$ cat src/rtl/combo_pkg.sv
// Shared types and constants for the combination dialer: FSM state encoding,
// symbol values, the reference code and a sizing helper.
package combo_pkg;

    typedef enum logic [2:0] {
        IDLE,
        CLEAR,
        PULSE,
        GAP,
        CHECK,
        DONE
    } state_t;

    localparam logic SYM_ZERO = 1'b0;
    localparam logic SYM_ONE  = 1'b1;

    localparam logic [4:0] CODE_DEFAULT = 5'b01011;

    function automatic int max3(input int a, input int b, input int c);
        int m;
        m = (a > b) ? a : b;
        return (m > c) ? m : c;
    endfunction

endpackage

$ cat src/rtl/combo_pulse_timer.sv
// Loadable down-counter: load sets the count, then it decrements to zero and
// holds there; expired is high while the count is zero.
module combo_pulse_timer #(
    parameter int W = 3
) (
    input  logic         clk,
    input  logic         rst_n,
    input  logic         load,
    input  logic [W-1:0] load_val,
    output logic         expired
);

    logic [W-1:0] cnt;

    // NOTE: sequential state uses non-blocking assignments so every flop
    // samples the pre-edge values, independent of process ordering.
    always_ff @(posedge clk or negedge rst_n) begin
        if (!rst_n) begin
            cnt <= '0;
        end else if (load) begin
            cnt <= load_val;
        end else if (cnt != '0) begin
            cnt <= cnt - 1'b1;
        end
    end

    assign expired = (cnt == '0);

endmodule

$ cat src/rtl/combo_dialer.sv
// Serially dials a latched code into a zero/one button lock, then samples its
// unlocked flag. Define DIALER_PRECLEAR_EN to pulse lock_rst_o before dialing.
module combo_dialer
    import combo_pkg::*;
#(
    parameter int CODE_LEN = 5,
    parameter int PULSE_W  = 2,
    parameter int GAP_W    = 1,
    parameter int CHK_W    = 4
) (
    input  logic                clk,
    input  logic                rst_n,
    input  logic                start,
    input  logic [CODE_LEN-1:0] code_i,
    input  logic                unlocked_i,
    output logic                zero_o,
    output logic                one_o,
    output logic                lock_rst_o,
    output logic                busy,
    output logic                done,
    output logic                pass
);

    localparam int CNT_W = $clog2(max3(PULSE_W, GAP_W, CHK_W) + 1);
    localparam int IDX_W = (CODE_LEN > 1) ? $clog2(CODE_LEN) : 1;

    // Timer reload values are duration-1: the state lasts until the count hits zero.
    localparam logic [CNT_W-1:0] LD_PULSE = CNT_W'(PULSE_W - 1);
    localparam logic [CNT_W-1:0] LD_GAP   = CNT_W'(GAP_W - 1);
    localparam logic [CNT_W-1:0] LD_CHK   = CNT_W'(CHK_W - 1);

    state_t              state, state_n;
    logic [CODE_LEN-1:0] shreg;
    logic [IDX_W-1:0]    idx;
    logic                tmr_load;
    logic [CNT_W-1:0]    tmr_val;
    logic                tmr_exp;
    logic                accept;
    logic                shift_en;
    logic                idx_dec;
    logic                pass_set;
    logic                pass_clr;
    logic                sym_n;
`ifdef DIALER_PRECLEAR_EN
    logic                clr_gap, clr_gap_n;
`endif

    combo_pulse_timer #(.W(CNT_W)) u_timer (
        .clk      (clk),
        .rst_n    (rst_n),
        .load     (tmr_load),
        .load_val (tmr_val),
        .expired  (tmr_exp)
    );

    assign accept = (state == IDLE) && start;
    // The first symbol is taken straight from code_i because shreg loads on the same edge.
    assign sym_n  = (state == IDLE) ? code_i[CODE_LEN-1] : shreg[CODE_LEN-1];

    // NOTE: every signal driven here gets a default first, so no path can
    // leave one unassigned and infer a latch.
    always_comb begin
        state_n  = state;
        tmr_load = 1'b0;
        tmr_val  = '0;
        shift_en = 1'b0;
        idx_dec  = 1'b0;
        pass_set = 1'b0;
        pass_clr = 1'b0;
`ifdef DIALER_PRECLEAR_EN
        clr_gap_n = clr_gap;
`endif
        case (state)
            IDLE: begin
                if (start) begin
                    pass_clr = 1'b1;
                    tmr_load = 1'b1;
                    tmr_val  = LD_PULSE;
`ifdef DIALER_PRECLEAR_EN
                    state_n   = CLEAR;
                    clr_gap_n = 1'b0;
`else
                    state_n  = PULSE;
`endif
                end
            end
            CLEAR: begin
`ifdef DIALER_PRECLEAR_EN
                if (tmr_exp) begin
                    tmr_load = 1'b1;
                    if (!clr_gap) begin
                        clr_gap_n = 1'b1;
                        tmr_val   = LD_GAP;
                    end else begin
                        state_n = PULSE;
                        tmr_val = LD_PULSE;
                    end
                end
`else
                state_n = IDLE;
`endif
            end
            PULSE: begin
                if (tmr_exp) begin
                    state_n  = GAP;
                    tmr_load = 1'b1;
                    tmr_val  = LD_GAP;
                    shift_en = 1'b1;
                end
            end
            GAP: begin
                if (tmr_exp) begin
                    tmr_load = 1'b1;
                    if (idx == '0) begin
                        state_n = CHECK;
                        tmr_val = LD_CHK;
                    end else begin
                        state_n = PULSE;
                        tmr_val = LD_PULSE;
                        idx_dec = 1'b1;
                    end
                end
            end
            CHECK: begin
                if (unlocked_i) begin
                    pass_set = 1'b1;
                    state_n  = DONE;
                end else if (tmr_exp) begin
                    pass_clr = 1'b1;
                    state_n  = DONE;
                end
            end
            DONE:    state_n = IDLE;
            default: state_n = IDLE;
        endcase
    end

    // Outputs are registered from the next state so they line up with the state register.
    always_ff @(posedge clk or negedge rst_n) begin
        if (!rst_n) begin
            state  <= IDLE;
            shreg  <= '0;
            idx    <= '0;
            pass   <= 1'b0;
            zero_o <= 1'b0;
            one_o  <= 1'b0;
            busy   <= 1'b0;
            done   <= 1'b0;
        end else begin
            state <= state_n;
            if (accept) begin
                shreg <= code_i;
                idx   <= IDX_W'(CODE_LEN - 1);
            end else begin
                if (shift_en) shreg <= shreg << 1;
                if (idx_dec)  idx   <= idx - 1'b1;
            end
            if (pass_clr)      pass <= 1'b0;
            else if (pass_set) pass <= 1'b1;
            zero_o <= (state_n == PULSE) && (sym_n == SYM_ZERO);
            one_o  <= (state_n == PULSE) && (sym_n == SYM_ONE);
            busy   <= (state_n inside {CLEAR, PULSE, GAP, CHECK});
            done   <= (state_n == DONE);
        end
    end

`ifdef DIALER_PRECLEAR_EN
    always_ff @(posedge clk or negedge rst_n) begin
        if (!rst_n) begin
            clr_gap    <= 1'b0;
            lock_rst_o <= 1'b0;
        end else begin
            clr_gap    <= clr_gap_n;
            lock_rst_o <= (state_n == CLEAR) && !clr_gap_n;
        end
    end
`else
    assign lock_rst_o = 1'b0;
`endif

endmodule

$ cat config.mk
export PLATFORM = sky130hd
export DESIGN_NAME = combo_dialer
export DESIGN_NICKNAME = d
export VERILOG_FILES = /design/src/rtl/combo_pkg.sv /design/src/rtl/combo_pulse_timer.sv /design/src/rtl/combo_dialer.sv
export SDC_FILE = /design/constraint.sdc
export NUM_CORES = 1
export LEC_CHECK = 0
export CORE_AREA = 3 3 51 71
export CTS_CLUSTER_DIAMETER = 100
export DETAILED_ROUTE_END_ITERATION = 16
export DIE_AREA = 0 0 54 74
export GPL_ROUTABILITY_DRIVEN = 0
export GPL_TIMING_DRIVEN = 0
export PLACE_DENSITY = 0.58
export SETUP_SLACK_MARGIN = 0.05
export SYNTH_ARGS = -nofsm -noshare
export SYNTH_HDL_FRONTEND = slang
export SYNTH_SLANG_ARGS = --single-unit
$ cat constraint.sdc
create_clock -name clk -period 1.7 [get_ports clk]
set_input_delay 0.34 -clock clk [delete_from_list [all_inputs] [get_ports clk]]
set_output_delay 0.34 -clock clk [all_outputs]
set_load 0.01 [all_outputs]
# Word level (Yosys, flattened, before mapping)
# Cells that the tools add are included.
totals:
  reg_bits: 19
  in_bits: 9
  out_inout_bits: 6
  elab_cells: 64
op_classes:
  addsub: 2
  n_eq_ne: 8
  mux: 31
  n_bitwise: 1
  reduce_logical: 13
ops:
  columns: ["op", "n"]
  rows:
  - ["2-to-1 mux 3 bit", 10]
  - ["2-to-1 mux 1 bit", 13]
  - ["== test 3 x 2 -> 1 bit, second input constant", 4]
  - ["one-hot mux 3 bit (4 select lines)", 1]
  - ["2-to-1 mux 5 bit", 2]
  - ["== test 3 bit, second input constant", 3]
  - ["logical NOT 3 bit", 3]
  - ["nonzero test 2 bit", 4]
  - ["subtractor 3 x 1 -> 3 bit, second input constant", 2]
  - ["2-to-1 mux 2 bit", 2]
  - ["one-hot mux 1 bit (2 select lines)", 2]
  - ["one-hot mux 2 bit (2 select lines)", 1]
  - ["nonzero test 4 bit", 1]
  - ["== test 3 x 1 -> 1 bit, second input constant", 1]
  - ["logical AND 1 bit", 3]
  - ["nonzero test 3 bit", 1]
  - ["OR reduction 2 bit", 1]
  - ["NOT 1 bit", 1]

# Logic depth before layout (Yosys ltp)
# Gate-level depths: netlist of run 1.
depth:
  depth_word: 6
  ltp_mapped: 6
  depth_no_buf: 5

# Cells and area by module
# From an unflattened synthesis of run 1, not the netlist that was laid out.
unflattened:
  hier_cells: 103
  area_unflattened_um2: 1071.0
by_module_without_submodules:
  columns: ["mod", "instances", "cells_each", "area_per_inst_um2", "seq_area_each_um2"]
  rows:
  - ["combo_dialer", 1, 82, 870.8, 400.4]
  - ["combo_pulse_timer", 1, 21, 200.2, 75.1]

# Least setup slack after synthesis of run 1
# Ideal clock, no wire load.
synth_timing:
  kind: "reg-to-reg"
  start: "register state[0]"
  end: "register shreg[1]"
  arrival_time_ns: 1.558
  required_ns: 1.575
  slack_ns: 0.018
  stages_incl_launch_ff: 5
  path_buffers: 1
  period_less_slack_ns: 1.682
  path_cell_list: "dfrtp_1 > buf_6 > nor4b_4 > mux2_1 > mux2_2"
synth_via:
  elab_chain_len: 3
synth_rtl:
  columns: ["element", "line_no", "text"]
  rows:
  - ["from (decl)", "combo_dialer.sv:32", "state_t state, state_n;"]
  - ["from (signal assigned)", "combo_dialer.sv:150", "state <= state_n;"]
  - ["== test 3 x 2 -> 1 bit or logical NOT 3 bit (tied branches)", "combo_dialer.sv:73, combo_dialer.sv:56", null]
  - ["2-to-1 mux 1 bit or logical AND 1 bit (tied branches)", "combo_dialer.sv:73, combo_dialer.sv:56", null]
  - ["nonzero test 2 bit (no line) or 2-to-1 mux 5 bit (tied branches)", null, null]
  - ["to (signal assigned)", "combo_dialer.sv:152", "shreg <= code_i;"]
  - ["to (signal assigned)", "combo_dialer.sv:155", "if (shift_en) shreg <= shreg << 1;"]
  - ["to (decl)", "combo_dialer.sv:33", "logic [CODE_LEN-1:0] shreg;"]
# Several ways; a longest one is shown, not always the timed one.
# A chain may end at the register's enable or synchronous reset.

# Final worst setup path of run 1
layout_timing:
  start: "register state[0]"
  end: "register shreg[2]"
# Same word-level chain as after synthesis.

==> flow_summary.toml, run 1 <==
[cells_and_area]
final_cell_mix = "dfrtp_1, clkdlybuf4s50_1, buf_4"
antenna_cells = 0
final_common_cell = "dfrtp_1"
nets = 135
area_delta_synth_final_pct = 34.5
finalInstanceArea_um2 = 1400
fillCellCount = 293
layout-drive-gt1-share_pct = 32.2
final_cell_count_no_fill = 160

[yosys]
netlist_area_um2 = 1040
ys_ff_latch = 19
ys_types = 36
synth_top_area_share_pct = 45.7
yosys.area.top_type = "dfrtp_1"
ys_seq_area_share_pct = 45.7
yosysWarnings = 0
yosys_most_used_dff = "dfrtp_1"
synth_fp_nets = 108
synthArstFlopShare_pct = 100
synth_edf_count = 0
synth.area.top_cells = "dfrtp_1, mux2_2, ha_1, mux2_1, mux2i_1"
avgSynthCellArea_um2 = 11.0
synth_cells = 95

[clocking]
clock-sinks = 19
clkLatencyLatePin_ns = 0.26
clkSlewWorstSetupHoldPaths_ns = 0.07
cts-root-buf = "clkbuf_8"
hold_buffers = 0
cts.htree.levels = 1
cts_inserted_buffers = 3
clk_path_buf_depth = 2
cts_tree = "yes"

[grt]
grt_max_degree = 20
grt_pass1_wl_mm = 3.44
grt-ovfl-total = 0
track_usage_pct = 12.0
grt_pass1_vias = 788
antenna_found_initial = 0

[floorplanning]
die-area_um2 = 4000
rows = 24
ios = 15
die_w_um = 54
core-area_um2 = 3090
fp.dieH_um = 74
start_util_pct = 33.7

[timing]
fin_hold_ws_ns = 0.511
slew_violations = 0
finClkSkew_ns = 0.00201
setup_ws_ns = 0.0569
hold_viol_final = 0
fin_crit_sh_pct = 96.7
setup_tns_ns = 0
slew-limit-headroom_pct = 41.0
max_freq_ghz = 0.609
setup_viol = 0
fin_crit_ns = 1.64
rsz0062_at_grt = "true"
worst_pin_slew_ns = 0.882

[setup_path]
critPathKind = "register to register"
cp.required_ns = 1.85
critPathCaptureType = "register"
cp.arrival_ns = 1.79
worstSetupStartpointType = "register"
worstPathMaxFanout = 7

[routing]
drtPass1Iterations = 4
ant_nets = 0
routed_wl_mm = 2.18
vias_per_cell = 4.87
wire_per_inst_um = 13.6
drtIter0Drc = 11
vias = 779
drc = 0

[placement]
io_buffers = 13
hpwl_mm = 1.43
postPlaceCellArea_um2 = 1220
pre_cts_ws_ns = -0.575
dp_cells = 147

[status]
status = "complete, no violations"

[pwr]
irDropWorstVdd_uv = 705
p_leak_nw = 0.632
powerDensity_nw_per_um2 = 1660

[run]
drv_cap = 0

[worst_hold_path]
hp-class = "register to register"
kinds of logic after synthesis:
family | count (synthesis) | synth area share, %
DFF | 19 | 45.7
AOI/OAI and AO/OA | 14 | 9.26
buffers and inverters | 13 | 6.25
and+or+nand+nor | 30 | 18.9
muxes | 14 | 14.8
adders and majority gates | 4 | 4.81
other | 1 | 0.360
through the flow:
step | power [mW] | util (%)
2_1_floorplan | 1.46 | -
3_3_place_gp | 1.69 | 39.6
3_5_place_dp | 1.73 | 39.6
4_1_cts | 2.12 | 42.3
5_1_grt | 2.51 | 45.3
6_report | 2.32 | 45.3
power by group:
group / switching [mW] / internal, mW / total [mW] / leakage (nW)
combinational: 0.566 / 0.702 / 1.27 / 0.370
sequential: 0.0952 / 0.631 / 0.727 / 0.237
clock: 0.161 / 0.163 / 0.324 / 0.0255
total: 0.822 / 1.50 / 2.32 / 0.632
Yosys cell counts, types with 4 or more instances:
master    n
dfrtp_1  19
mux2_1    4
mux2_2    7
nor2_1    5
inv_1     8
ha_1      4
state kept, by name (all words and copies together), names as in the netlist:
| name | cells |
|---|---|
| busy | 1 |
| done | 1 |
| idx | 3 |
| one_o | 1 |
| pass | 1 |
| shreg | 5 |
| state | 3 |
| u_timer.cnt | 3 |
| zero_o | 1 |
worst paths after layout:
check                                      from                          to  slack (ns)  cells past startpoint
setup / recovery             state[0]$_DFF_PN0_        shreg[2]$_DFFE_PN0P_        0.06                      5
hold reg to reg            shreg[4]$_DFFE_PN0P_        shreg[4]$_DFFE_PN0P_        0.51                      1
hold / removal             shreg[4]$_DFFE_PN0P_        shreg[4]$_DFFE_PN0P_        0.51                      1
max in group asynchronous                 rst_n  u_timer.cnt[2]$_DFFE_PN0P_        0.58                      1
min in group asynchronous                 rst_n            pass$_DFFE_PN0P_        0.58                      1
setup reg to reg             state[0]$_DFF_PN0_        shreg[2]$_DFFE_PN0P_        0.06                      5
critical path, cell delays in order (launching register included):
cell and delay [ns]:
dfrtp_1 0.39, buf_6 0.14, nor4b_4 0.27, buf_6 0.17, mux2_4 0.30, mux2_4 0.25
final cells by class:
class	instances	area, µm²	share of cell area, %
Buffer	5	42.5	3.04
Clock buffer	3	41.3	2.95
Clock inverter	1	5.00	0.357
Inverter	8	30.0	2.14
Multi-Input combinational cell	63	559	39.9
Sequential cell	19	475	34.0
Tap cell	39	48.8	3.49
Timing Repair Buffer	22	198	14.1
timing repair:
item                                    CTS  global route
pin swaps                                 1             3
buffers inserted                          3             5
hold endpoints to repair                  0             0
gates resized for setup                   5            16
cloned                                    0             1
endpoints found under the setup margin   11            10
metal layers:
metal	global-route usage (%)	part of all wire (%)	up-vias
met5	0	0	-
met3	2.61	3.9	5
met2	20.8	50	13
met1	13.3	44	381
met4	6.65	2.2	0
li1	-	-	380
Note: power is estimated with default switching activity, not from simulation.
==> run 2, diff against run 1 <==
--- a/config.mk
+++ b/config.mk
@@ -12,7 +12,7 @@
 export GPL_ROUTABILITY_DRIVEN = 0
 export GPL_TIMING_DRIVEN = 0
 export PLACE_DENSITY = 0.58
-export SETUP_SLACK_MARGIN = 0.05
+export SLEW_MARGIN = 20
 export SYNTH_ARGS = -nofsm -noshare
 export SYNTH_HDL_FRONTEND = slang
 export SYNTH_SLANG_ARGS = --single-unit
==> flow_summary.toml, run 2 (synthesized netlist as in run 1, its figures left out) <==
[status]
status = "complete, no violations"

[setup_path]
slowest_stage = "dfrtp_1"
worstPathMaxFanout = 5
critPathKind = "register to register"
ff2ff_path_depth = 5
slowest_delay_ns = 0.38
cp_cell_sequence = "buf_6, nor4b_4, buf_4, mux2_1, mux2_2"
timing.rr.end = "shreg[3]$_DFFE_PN0P_"
r2r_setup_slack_ns = 0.05
r2r-start = "state[2]$_DFF_PN0_"
cp.required_ns = 1.84
worstSetupStartpointType = "register"
cp.arrival_ns = 1.79
critPathCaptureType = "register"

[grt]
grt_max_degree = 20
grt_pass1_wl_mm = 3.32
antenna_found_initial = 0
grt-ovfl-total = 0
grt_pass1_vias = 755
track_usage_pct = 11.4

[routing]
drc = 0
vias = 786
wl_met3_um = 78
wl_met1_um = 886
vias_per_cell = 5.01
wire_per_inst_um = 13.2
drtPass1Iterations = 4
drtIter0Drc = 7
ant_nets = 0
wl_met2_mm = 1.08
dr.max_layer_used = "met4"
routed_wl_mm = 2.07

[clocking]
cts-root-buf = "clkbuf_8"
cts.htree.levels = 1
cts_tree = "yes"
clk_path_buf_depth = 2
hold_buffers = 0
cts_inserted_buffers = 3
clkSlewWorstSetupHoldPaths_ns = 0.07
clkLatencyLatePin_ns = 0.26
clock-sinks = 19

[floorplanning]
ios = 15
fp.dieH_um = 74
rows = 24
core-area_um2 = 3090
die_w_um = 54
start_util_pct = 33.7
die-area_um2 = 4000

[worst_hold_path]
worstHoldEndpoint = "shreg[4]$_DFFE_PN0P_"
hp-class = "register to register"
min-delay-start = "shreg[4]$_DFFE_PN0P_"
hold_depth = 1

[cells_and_area]
final_common_cell = "dfrtp_1"
antenna_cells = 0
area_delta_synth_final_pct = 29.4
final_cell_count_no_fill = 157
largest_reg_flops = 5
post-route-util_pct = 43.6
nets = 132
layout-drive-gt1-share_pct = 27.1
final_cell_mix = "dfrtp_1, clkdlybuf4s50_1, buf_4"
top_register = "shreg"

[timing]
hold_viol_final = 0
setup_viol = 0
slew-limit-headroom_pct = 42.4
worst_pin_slew_ns = 0.861
max_freq_ghz = 0.606
fin_crit_ns = 1.65
fin_crit_sh_pct = 97.0
slew_violations = 0
finClkSkew_ns = 0.00398

[placement]
io_buffers = 13
dp_cells = 147
hpwl_mm = 1.45

[run]
drv_cap = 0

[pwr]
power.total_mw = 2.16
irDropWorstVdd_uv = 765
powerDensity_nw_per_um2 = 1600
p_leak_nw = 0.609
[run 2: routing by layer]
metal  GRT usage (%)  up-vias
li1                -      375
met4            6.37        0
met5               0        -
met1            12.4      394
met2            20.1       13
met3            2.00        4
[run 2: per-stage QoR]
step           setup TNS [ns]  area, µm²  worst slack, ns  hold slack, ns
3_5_place_dp            -3.62       1220           -0.606           0.494
4_1_cts                     0       1300           0.0276           0.511
6_report                    0       1350           0.0503           0.512
3_3_place_gp            -2.98       1220           -0.570           0.485
5_1_grt               -0.0238       1350          -0.0147           0.540
2_1_floorplan               0       1040           0.0175          0.0444
[run 2: worst max path at each step]
stage                                     startpoint              endpoint  slack, ns  depth (start not counted)
after floorplan                   state[0]$_DFF_PN0_  shreg[1]$_DFFE_PN0P_       0.02                          4
after global placement                         start  shreg[2]$_DFFE_PN0P_      -0.57                          4
after detailed placement                       start  shreg[2]$_DFFE_PN0P_      -0.61                          4
after CTS                 u_timer.cnt[0]$_DFFE_PN0P_    idx[0]$_DFFE_PN0P_       0.03                          5
after global routing              state[2]$_DFF_PN0_  shreg[3]$_DFFE_PN0P_      -0.01                          5
final                             state[2]$_DFF_PN0_  shreg[3]$_DFFE_PN0P_       0.05                          5
[run 2: repair_timing]
action / CTS / global route
pin swaps: 0 / 4
gates resized for setup: 4 / 10
endpoints found under the setup margin: 9 / 8
setup buffers: 3 / 3
[run 2: worst max-delay path: cells and delay by family, from the launching register on]
family	cells	cell delay (ns)
flops	1	0.38
mux	2	0.57
buf+inv	2	0.31
simple gates	1	0.27
[run 2: final cells by class]
class,instances,area [µm²]
Buffer,5,42.5
Inverter,8,30.0
Clock inverter,1,5.00
Fill cell,300,1750
Tap cell,39,48.8
Sequential cell,19,475
Multi-Input combinational cell,63,531
Timing Repair Buffer,19,174
Clock buffer,3,41.3
[run 2: power breakdown]
part	internal, mW	leakage (nW)	switching, mW	total (mW)
clock	0.163	0.0255	0.149	0.312
sequential	0.631	0.237	0.0900	0.721
combinational	0.595	0.347	0.531	1.13
total	1.39	0.609	0.770	2.16
